<file path="src/rtl/load_store_unit.sv">
// Load/store unit between the MEM stage and a word-wide data_mem.
// Byte/halfword stores are done as a read-modify-write over IDLE -> MERGE.

module lsu_byte_merge (
  input  logic       en,
  input  logic [7:0] old_byte,
  input  logic [7:0] new_byte,
  output logic [7:0] out_byte
);
  assign out_byte = en ? new_byte : old_byte;
endmodule

module load_store_unit #(
  parameter int ADDR_WIDTH = 32
) (
  input  logic                  clk,
  input  logic                  rst_n,
  input  logic                  req_valid,
  input  logic                  req_write,
  input  logic [1:0]            req_size,
  input  logic                  req_unsigned,
  input  logic [ADDR_WIDTH-1:0] req_addr,
  input  logic [31:0]           req_wdata,
  output logic [31:0]           load_data,
  output logic                  stall,
  output logic                  addr_err,
  output logic [ADDR_WIDTH-1:0] bad_addr,
  output logic [ADDR_WIDTH-1:0] mem_address,
  output logic                  mem_read,
  output logic                  mem_write,
  output logic [31:0]           mem_write_data,
  input  logic [31:0]           mem_read_data
);
  localparam int NUM_LANES = 4;
  localparam int VEC_W     = 8;

  localparam logic [0:0] IDLE  = 1'b0;
  localparam logic [0:0] MERGE = 1'b1;

  localparam logic [1:0] SZ_B = 2'b00;
  localparam logic [1:0] SZ_H = 2'b01;
  localparam logic [1:0] SZ_W = 2'b10;

  logic [0:0]            state;
  logic [31:0]           merge_reg;
  logic [ADDR_WIDTH-1:0] hold_addr;

  logic                  fault;
  logic                  req_live;
  logic [NUM_LANES-1:0]  lane_en;
  logic [NUM_LANES-1:0][VEC_W-1:0] old_lanes, new_lanes, merged;
  logic [7:0]            sel_byte;
  logic [15:0]           sel_half;
  logic [31:0]           ext_data;
  logic [ADDR_WIDTH-1:0] aligned_addr;

  // Requests are only decoded in IDLE; during MERGE the held request is replayed.
  assign req_live = req_valid && (state == IDLE);

  always_comb begin
    fault = 1'b0;
    case (req_size)
      SZ_H:    fault = req_addr[0];
      SZ_W:    fault = (req_addr[1:0] != 2'b00);
      SZ_B:    fault = 1'b0;
      default: fault = 1'b1;
    endcase
  end

  assign aligned_addr = {req_addr[ADDR_WIDTH-1:2], 2'b00};

  always_comb begin
    lane_en = '0;
    if (req_size == SZ_B) lane_en[req_addr[1:0]] = 1'b1;
    else                  lane_en = req_addr[1] ? 4'b1100 : 4'b0011;
  end

  assign old_lanes = mem_read_data;
  assign new_lanes = (req_size == SZ_B) ? {4{req_wdata[7:0]}} : {2{req_wdata[15:0]}};

  genvar g;
  generate
    for (g = 0; g < NUM_LANES; g++) begin : g_lane
      lsu_byte_merge u_merge (
        .en       (lane_en[g]),
        .old_byte (old_lanes[g]),
        .new_byte (new_lanes[g]),
        .out_byte (merged[g])
      );
    end
  endgenerate

  assign sel_byte = old_lanes[req_addr[1:0]];
  assign sel_half = req_addr[1] ? mem_read_data[31:16] : mem_read_data[15:0];

  always_comb begin
    case (req_size)
      SZ_B:    ext_data = {{24{sel_byte[7] & ~req_unsigned}}, sel_byte};
      SZ_H:    ext_data = {{16{sel_half[15] & ~req_unsigned}}, sel_half};
      default: ext_data = mem_read_data;
    endcase
  end

  always_comb begin
    mem_read       = 1'b0;
    mem_write      = 1'b0;
    stall          = 1'b0;
    load_data      = '0;
    mem_write_data = '0;
    mem_address    = aligned_addr;
    if (state == MERGE) begin
      mem_write      = 1'b1;
      mem_write_data = merge_reg;
      mem_address    = hold_addr;
    end else if (req_valid && !fault) begin
      if (!req_write) begin
        mem_read  = 1'b1;
        load_data = ext_data;
      end else if (req_size == SZ_W) begin
        mem_write      = 1'b1;
        mem_write_data = req_wdata;
      end else begin
        mem_read = 1'b1;
        stall    = 1'b1;
      end
    end
    // Reset must block any in-flight write, including the MERGE write.
    if (!rst_n) begin
      mem_read  = 1'b0;
      mem_write = 1'b0;
      stall     = 1'b0;
      load_data = '0;
    end
  end

  always_ff @(posedge clk or negedge rst_n) begin
    if (!rst_n) begin
      state     <= IDLE;
      merge_reg <= '0;
      hold_addr <= '0;
      addr_err  <= 1'b0;
      bad_addr  <= '0;
    end else begin
      addr_err <= req_live && fault;
      if (req_live && fault) bad_addr <= req_addr;
      case (state)
        IDLE: if (req_valid && !fault && req_write && req_size != SZ_W) begin
          state     <= MERGE;
          merge_reg <= merged;
          hold_addr <= aligned_addr;
        end
        default: state <= IDLE;
      endcase
    end
  end
endmodule

</file>
<file path="config.mk">
export PLATFORM = sky130hd
export DESIGN_NAME = load_store_unit
export DESIGN_NICKNAME = d
export VERILOG_FILES = /design/src/rtl/load_store_unit.sv
export SDC_FILE = /design/constraint.sdc
export NUM_CORES = 1
export LEC_CHECK = 0
export ABC_AREA = 1
export BUFFER_PORTS_ARGS = -buffer_cell sky130_fd_sc_hd__buf_2
export CAP_MARGIN = 20
export CORE_MARGIN = 5
export CORE_UTILIZATION = 30
export DETAILED_ROUTE_END_ITERATION = 8
export PLACE_DENSITY = 0.59
export SLEW_MARGIN = 30
export SYNTH_ARGS = -nofsm -noshare
export SYNTH_HDL_FRONTEND = slang
export SYNTH_SLANG_ARGS = --single-unit
export TNS_END_PERCENT = 100
</file>
<file path="constraint.sdc">
create_clock -name clk -period 1.72 [get_ports clk]
set_input_delay 0.258 -clock clk [delete_from_list [all_inputs] [get_ports clk]]
set_output_delay 0.258 -clock clk [all_outputs]
set_load 0.03 [all_outputs]
</file>
# Yosys cells after proc, flatten, opt, wreduce, memory -nomap -nowiden
# Cells that the tools add are included.
# totals
output_inout_bits	132
regBits	96
in_bits	103
wordCells	63
# op_classes
n_eq_ne	3
n_reduce_logical	10
n_bitwise	4
n_lt_le_gt_ge	2
muxes	39
# op_table
operator	n
$mux W32	10
$pmux W32 S2	1
$mux W8	5
$mux W1	17
$bmux W8 S2	1
$mux W16	1
$mux W4	2
$logic_and A1 B1 Y1	6
$lt A2 B3 Y1 const B	1
$pmux W1 S3	1
$and A1 B1 Y1	2
$demux W1 S2	1
$eq A2 B1 Y1 const B	1
$eq A2 B2 Y1 const B	1
$ge A2 B1 Y1 const B	1
$logic_not A2 Y1	1
$ne A2 B2 Y1 const B	1
$not A1 Y1	2
$reduce_and A2 Y1	1
$reduce_bool A2 Y1	1
$logic_not A1 Y1	1

# Depth between registers and ports, before layout
# Gate-level depths: netlist of the first run.
# depth
depth_word	8
mapped_depth	11
depth_no_buf	9

# Hierarchy
# Synthesis of the first run repeated with hierarchy kept, for this count alone.
# hier_totals
cells_unflattened	874
area_unflattened_um2	5861.9
# modules_own_cells
mod	cells_each	instances	seq_area_each_um2	area_each_um2
load_store_unit	770	1	2402.3	5441.5
lsu_byte_merge	26	4	0.0	105.1

# Worst setup path after synthesis of the first run
# No wires, ideal clock.
# synth_path
path_type	input to output
from	input req_size[0]
to	output mem_read
path_buffers	2
t_arrival_ns	1.679
path_stages	6
path_slack_ns	-0.217
required_ns	1.462
path_cell_list	buf_6 > inv_2 > nand2_1 > nor2_1 > clkbuf_1 > nor4_1
# synth_via
elab_chain_len	7
elab_cells_between_ends	11
classes_between	eq/ne (2); mux (6); reduce/logical (3)
# synth_lines
element	line	rtl
start: declaration	20	input logic [1:0] req_size,
$eq A2 B2 Y1, or another cell as far along	62, 119	
$pmux W1 S3	62	case (req_size)
$logic_not A1 Y1	115	end else if (req_valid && !fault) begin
$logic_and A1 B1 Y1	115	
$mux W1 (*)	115	
$mux W1 (*)	111	if (state == MERGE) begin
$mux W1 (*)	128	if (!rst_n) begin
end: declaration	29	output logic mem_read,
# Every way passes the cells marked *; elsewhere a longest branch is shown, timed or not.

# Final worst setup path of the first run
# layout_path
from	register state
to	output load_data[0]
# layout_via
elab_chain_len	2
# layout_lines
element	line	rtl
start: declaration	44	logic [0:0] state;
start signal: assignment	138	state <= IDLE;
start signal: assignment	148	state <= MERGE;
start signal: assignment	152	default: state <= IDLE;
$mux W32	111	
$mux W32	128	
end: declaration	24	output logic [31:0] load_data,
# No other way between the ends.

==> run metrics, run 1 <==
synth-to-layout area growth 47.2%; htree depth 3; slowest cell on the critical path dfrtp_2; status complete, but fails checks; Worst setup EP type output pin; IO Pins 235; DIE AREA 21900 µm²; share of layout cells above drive strength 1 0.368; via count 6170; Max Root-Sink Buffers 2; Num CTS Buffers 9; vias per cell 4.84; Hold WC Path Type in -> async; vias in the first global route 5882; Yosys top cell by area dfrtp_1; TNS Setup -7.89 ns; Setup CP Type reg -> out; Final Max Slew Viols 0; CP arrival 1.63 ns; Distinct cells, synth 29; DP Worst Slack -0.0808 ns; placed inst area 7410 µm²; Pleak 4.22 nW; core area 18700 µm²; Final GP Congestion 0.890; IO Port Bufs 232; ys flop type dfrtp_1; Critical Path RT 1.46 ns; fin nets 1138; design area 8410 µm²; Synth Area in Adders 0; failing checks negative setup slack; DRT iter0 DRCs 358; num rows 50; Seq cells post-synth 96; cells after synthesis 808; Pre-antenna DRT Iters 5; All-Layer GR Usage 0.178; initial core utilization 0.305; Clock Latency Late Sink 0.35 ns; Max VDD drop 0.479 mV; CP Launch Type flip-flop; TritonCTS Sinks 96; PnR worst setup slack -0.166 ns; DRC 0; total grt overflow 0; die height 148 µm; ys async rst share 1.00; CTS tree yes; Hold-fix buffers, CTS 0; count leader, synth nand2_1; Final min period 1.89 ns; Avg Inst Size Synth 7.07 µm²; clk slew on worst S/H paths 0.07 ns; xor/xnor cell area share of the yosys netlist 0; top cells by area, synth dfrtp_1, nand2_1, o21ai_0; Power Dens Cells 865 nW/µm²; DRT Wirelength 20.0 mm; Synth top area share 0.420; Post-DP HPWL 14.9 mm; proportion of synthesized area in mux cells 0; root buffer cell clkbuf_16; Die W 148 µm; largest family of logic cells by synthesized area simple AND/OR/NAND/NOR gates; RSZ-0062 raised after global routing yes; Yosys Warn Count 0; initial antenna violation count 4; Final Skew 0.00764 ns; final hold vios 0; FMAX 530 MHz; mapped cell area 5710 µm²; Worst Tran Pin Value 0.542 ns; # setup viols final 67; EDFF count, synth 0; # fillers 1906; first-pass GRT wire length 31.4 mm; Routed wire per std cell 15.7 µm; Compound-Gate Fraction of Synth Area 0.204; critical path's largest stage delay 0.44 ns; Max-Cap Viols 0; largest net degree at the start of global routing 97; Routed Antenna Nets 0; worst-path maximum fanout 7; CP dominant cell by count buf_6; Post-Synth Simple-Gate Area 0.257; crit-path cells inv_4 > nand3_4 > nor2_4 > buf_6 > o21ai_2 > a21oi_2 > buf_6; sequential fraction of the synthesis area 0.420; Max-slew headroom 0.639; top post-synthesis cells by count nand2_1, o21ai_0, dfrtp_1, inv_1, o21ai_1; period utilisation layout 1.10
-- cell families after synthesis --
kind of cell | after synthesis
AND/OR/NAND/NOR | 332
buffers and inverters | 153
other | 1
AO/OA/AOI/OAI | 226
flip-flops | 96
-- what timing repair did --
item | CTS | global route
setup buffers | 3 | 1
resized for setup | 149 | 68
pin swaps | 3 | 4
cloned | 2 | 1
endpoints found under the setup margin | 75 | 97
-- cells in the final DEF, fill, tap and decap left out, types with 3 or more instances in the layout --
| cell | netlist | final |
|---|---|---|
| nand2_1 | 223 | 220 |
| nand3_1 | 13 | 11 |
| buf_4 | 6 | 64 |
| nand4_1 | 27 | 27 |
| clkbuf_4 | 0 | 7 |
| o21ai_0 | 150 | 109 |
| buf_6 | 6 | 51 |
| o21ai_2 | 1 | 24 |
| nand2_4 | 4 | 4 |
| nand2_2 | 4 | 7 |
| nor2_1 | 41 | 25 |
| o22ai_1 | 5 | 4 |
| buf_2 | 22 | 137 |
| buf_12 | 0 | 9 |
| clkbuf_16 | 0 | 10 |
| o221ai_1 | 6 | 6 |
| dfrtp_1 | 96 | 95 |
| o21ai_1 | 55 | 72 |
| inv_2 | 6 | 9 |
| nor2_2 | 11 | 8 |
| a21oi_2 | 0 | 7 |
| nor2_4 | 5 | 24 |
| inv_6 | 0 | 3 |
| inv_1 | 90 | 85 |
-- final timing paths --
check	start	end	slack [ns]	cells past startpoint
worst max-delay path	state$_DFF_PN0_	load_data[0]	-0.17	7
worst min-delay path	rst_n	state$_DFF_PN0_	0.01	2
worst max register to register	state$_DFF_PN0_	merge_reg[18]$_DFFE_PN0P_	0.30	5
worst min register to register	bad_addr[10]$_DFFE_PN0P_	bad_addr[10]$_DFFE_PN0P_	0.48	2
max in group asynchronous	rst_n	merge_reg[7]$_DFFE_PN0P_	1.25	2
min in group clk	req_addr[15]	bad_addr[15]$_DFFE_PN0P_	0.18	3
-- worst max-delay path, delay by kind of cell, from the launching register on --
kind,cells,cell delay [ns]
simple gates,2,0.23
buf+inv,3,0.40
compound gates,2,0.20
flops,1,0.44
-- report_power, final --
part	internal (mW)	total (mW)	switching, mW
clock network	1.23	2.16	0.925
logic	0.730	2.17	1.44
registers	2.74	2.94	0.202
-- cell type report --
cell class,instances,area [µm²],share of cell area
antenna,2,5.00,0.000595
clock buffer,11,253,0.0301
inverter,97,377,0.0448
sequential,96,2400,0.286
multi-input combinational,560,2960,0.352
tap,234,293,0.0348
clock inverter,5,67.6,0.00803
timing repair buffer,271,2050,0.244
-- layer usage --
metal	GRT usage	up-vias	wire length [µm]
met5	0	-	27
met4	0.0476	4	389
met1	0.237	2815	8480
li1	-	3083	-
met3	0.0521	30	1550
met2	0.285	238	9560
-- per-stage QoR --
stage	std cells	utilization	total power [mW]	hold slack, ns
5_1_grt	1276	0.450	7.72	0.0572
4_1_cts	1272	0.439	7.31	0.0677
3_5_place_dp	1252	0.396	5.03	0.428
3_3_place_gp	1252	0.396	4.99	0.433
2_1_floorplan	809	-	4.29	-0.0376
6_report	1276	0.450	7.27	0.0140
No activity file was read; power rests on OpenSTA's default activity.
==> inputs of run 2 (changes only) <==
--- a/config.mk
+++ b/config.mk
@@ -12,6 +12,7 @@
 export CORE_UTILIZATION = 30
 export DETAILED_ROUTE_END_ITERATION = 8
 export PLACE_DENSITY = 0.59
+export REMOVE_ABC_BUFFERS = 1
 export SLEW_MARGIN = 30
 export SYNTH_ARGS = -nofsm -noshare
 export SYNTH_HDL_FRONTEND = slang
==> run 2 against run 1 <==
  * The run still ends with negative setup slack left
  * Maximum frequency shrank 4.2%
  * Critical endpoint is now load_data[23]
  * Utilization grew 3.2 points
  * First-iteration DRC count shrank 8.7%
  * Wire length grew 17%
  * Via count grew 4.9%
  * Clock power shrank 9.3%
  * Global-route usage grew 1.3 points
  * Flip-flop and latch count is the same
==> run metrics, run 2 (synthesized netlist as in run 1, its figures left out) <==
status complete, but fails checks (unchanged); failing checks negative setup slack (unchanged); Power Dens Cells 807 nW/µm² (was 865 nW/µm²); All-Layer GR Usage 0.191 (was 0.178); Routed Antenna Nets 0 (unchanged); Hold-fix buffers, CTS 0 (unchanged); Max-Cap Viols 0 (unchanged); reg-to-reg slack, setup 0.08 ns (was 0.30 ns); Final GP Congestion 0.935 (was 0.890); total power 7.26 mW (was 7.27 mW); Hold WC Path Type in -> async (unchanged); die height 148 µm (unchanged); num rows 50 (unchanged); vias per cell 4.95 (was 4.84); clock power share 0.270 (was 0.297); first-pass GRT wire length 33.0 mm (was 31.4 mm); Critical Path RT 1.46 ns (about the same); vias in the first global route 5948 (was 5882); IO Pins 235 (unchanged); cell count of the worst reg-to-reg path 7 (was 5); Worst Tran Pin Value 0.521 ns (was 0.542 ns); Pre-antenna DRT Iters 5 (unchanged); initial core utilization 0.305 (unchanged); Final Max Slew Viols 0 (unchanged); IO Port Bufs 232 (unchanged); share of layout cells above drive strength 1 0.396 (was 0.368); Clock Latency Late Sink 0.34 ns (was 0.35 ns); final hold vios 0 (unchanged); crit-path cells inv_4 > nand3_4 > nor2_4 > buf_6 > nand2_8 > buf_16 > nor2_4 > buf_6 (was inv_4 > nand3_4 > nor2_4 > buf_6 > o21ai_2 > a21oi_2 > buf_6); final core utilization 0.481 (was 0.450); switching share of power 0.361 (was 0.353); Max VDD drop 0.430 mV (was 0.479 mV); PnR worst setup slack -0.249 ns (was -0.166 ns); Post-DP HPWL 15.7 mm (was 14.9 mm); Max Root-Sink Buffers 2 (unchanged); DIE AREA 21900 µm² (unchanged); largest net degree at the start of global routing 97 (unchanged); commonest cells after routing, fill and taps aside nand2_1, buf_2, dfrtp_1 (was nand2_1, buf_2, o21ai_0); Die W 148 µm (unchanged); DRT Wirelength 23.3 mm (was 20.0 mm); synth-to-layout area growth 57.5% (was 47.2%); Int Pwr 4.64 mW (was 4.70 mW); initial antenna violation count 2 (was 4); htree depth 3 (unchanged); period utilisation layout 1.14 (was 1.10); DRC 0 (unchanged); via count 6474 (was 6170); Max-slew headroom 0.653 (was 0.639); sequential share of power 0.404 (was 0.405); # setup viols final 82 (was 67); total grt overflow 0 (unchanged); clk slew on worst S/H paths 0.07 ns (about the same); core area 18700 µm² (unchanged); Register Area 2400 µm² (unchanged); FMAX 508 MHz (was 530 MHz); Net Sw Power 2.62 mW (was 2.57 mW); slowest cell on the critical path dfrtp_2 (unchanged); # fillers 1889 (was 1906); most common cell after layout, fill and taps aside nand2_1 (unchanged); Final Skew 0.00510 ns (was 0.00764 ns); fin nets 1171 (was 1138); worst-path maximum fanout 7 (unchanged); multi-input logic area 3090 µm² (was 2960 µm²); Worst R2R Start state$_DFF_PN0_ (unchanged); CP Launch Type flip-flop (unchanged); Comb pwr share 0.325 (was 0.298); Worst setup EP type output pin (unchanged); Final min period 1.97 ns (was 1.89 ns); DRT iter0 DRCs 327 (was 358); TritonCTS Sinks 96 (unchanged); CP arrival 1.71 ns (was 1.63 ns); design area 9000 µm² (was 8410 µm²); CTS tree yes (unchanged); Pleak 4.48 nW (was 4.22 nW); Routed wire per std cell 17.9 µm (was 15.7 µm); RSZ-0062 raised after global routing yes (unchanged); Num CTS Buffers 9 (unchanged); root buffer cell clkbuf_16 (unchanged); placed inst area 7320 µm² (was 7410 µm²); critical path's largest stage delay 0.43 ns (was 0.44 ns); Setup CP Type reg -> out (unchanged); RR Endpoint merge_reg[19]$_DFFE_PN0P_ (was merge_reg[18]$_DFFE_PN0P_); TNS Setup -12.89 ns (was -7.89 ns)
-- run 2: cell types whose count changed in the layout (fill, tap and decap cells not counted), sizes merged --
cell	delta
inv	-3
diode	-1
bufinv	-1
clkinv	+3
buf	+34
-- run 2: metrics by stage --
stage | std cells | hold WS, ns | setup WS (ns)
global route | 1308 | 0.190 | -0.316
CTS | 1288 | 0.170 | -0.230
global placement | 1266 | 0.463 | -0.111
finish | 1308 | 0.154 | -0.249
floorplan | 753 | -0.0376 | -1.66
detailed placement | 1266 | 0.468 | -0.107
-- run 2: worst max path at each step --
stage / startpoint / end / slack [ns] / cells past startpoint
6_report: state$_DFF_PN0_ / load_data[23] / -0.25 / 8
5_1_grt: state$_DFF_PN0_ / load_data[5] / -0.32 / 8
4_1_cts: state$_DFF_PN0_ / load_data[31] / -0.23 / 7
3_5_place_dp: req_addr[1] / load_data[12] / -0.11 / 10
3_3_place_gp: req_size[0] / load_data[23] / -0.11 / 10
2_1_floorplan: state$_DFF_PN0_ / bad_addr[22]$_DFFE_PN0P_ / -1.66 / 3
-- run 2: final cells by class --
type,instances,share of cell area
flip-flops and latches,96,0.267
well taps,234,0.0325
clock buffers,12,0.0285
repair buffers,304,0.284
multi-input cells,560,0.343
inverters,97,0.0418
diodes,1,0.000278
clock inverters,4,0.00306
-- run 2: metal layers --
layer / track usage / up-vias / share of wire
li1: - / 3140 / -
met2: 0.306 / 322 / 0.46
met1: 0.251 / 2971 / 0.43
met4: 0.0688 / 2 / 0.030
met3: 0.0497 / 39 / 0.082
met5: 0 / - / 0.00030
-- run 2: what timing repair did --
item                       4_1_cts  5_1_grt
cloned                           3       10
setup endpoints to repair       85      104
setup buffers                    3       10
pin swaps                        2       22
resized for setup              136      209
-- run 2: worst max-delay path, delay by kind of cell, from the launching register on --
kind | cells | cell delay (ns)
buffers and inverters | 4 | 0.51
DFF | 1 | 0.43
and+or+nand+nor | 4 | 0.42
-- run 2: power by group through the flow --
stage                     registers [mW]  logic (mW)  clock network, mW
after floorplan                     3.20       0.977                  0
after global placement              2.95        2.02                  0
after detailed placement            2.97        2.04                  0
after CTS                           2.93        2.14               2.02
after global routing                2.98        2.57               2.10
final                               2.93        2.36               1.96
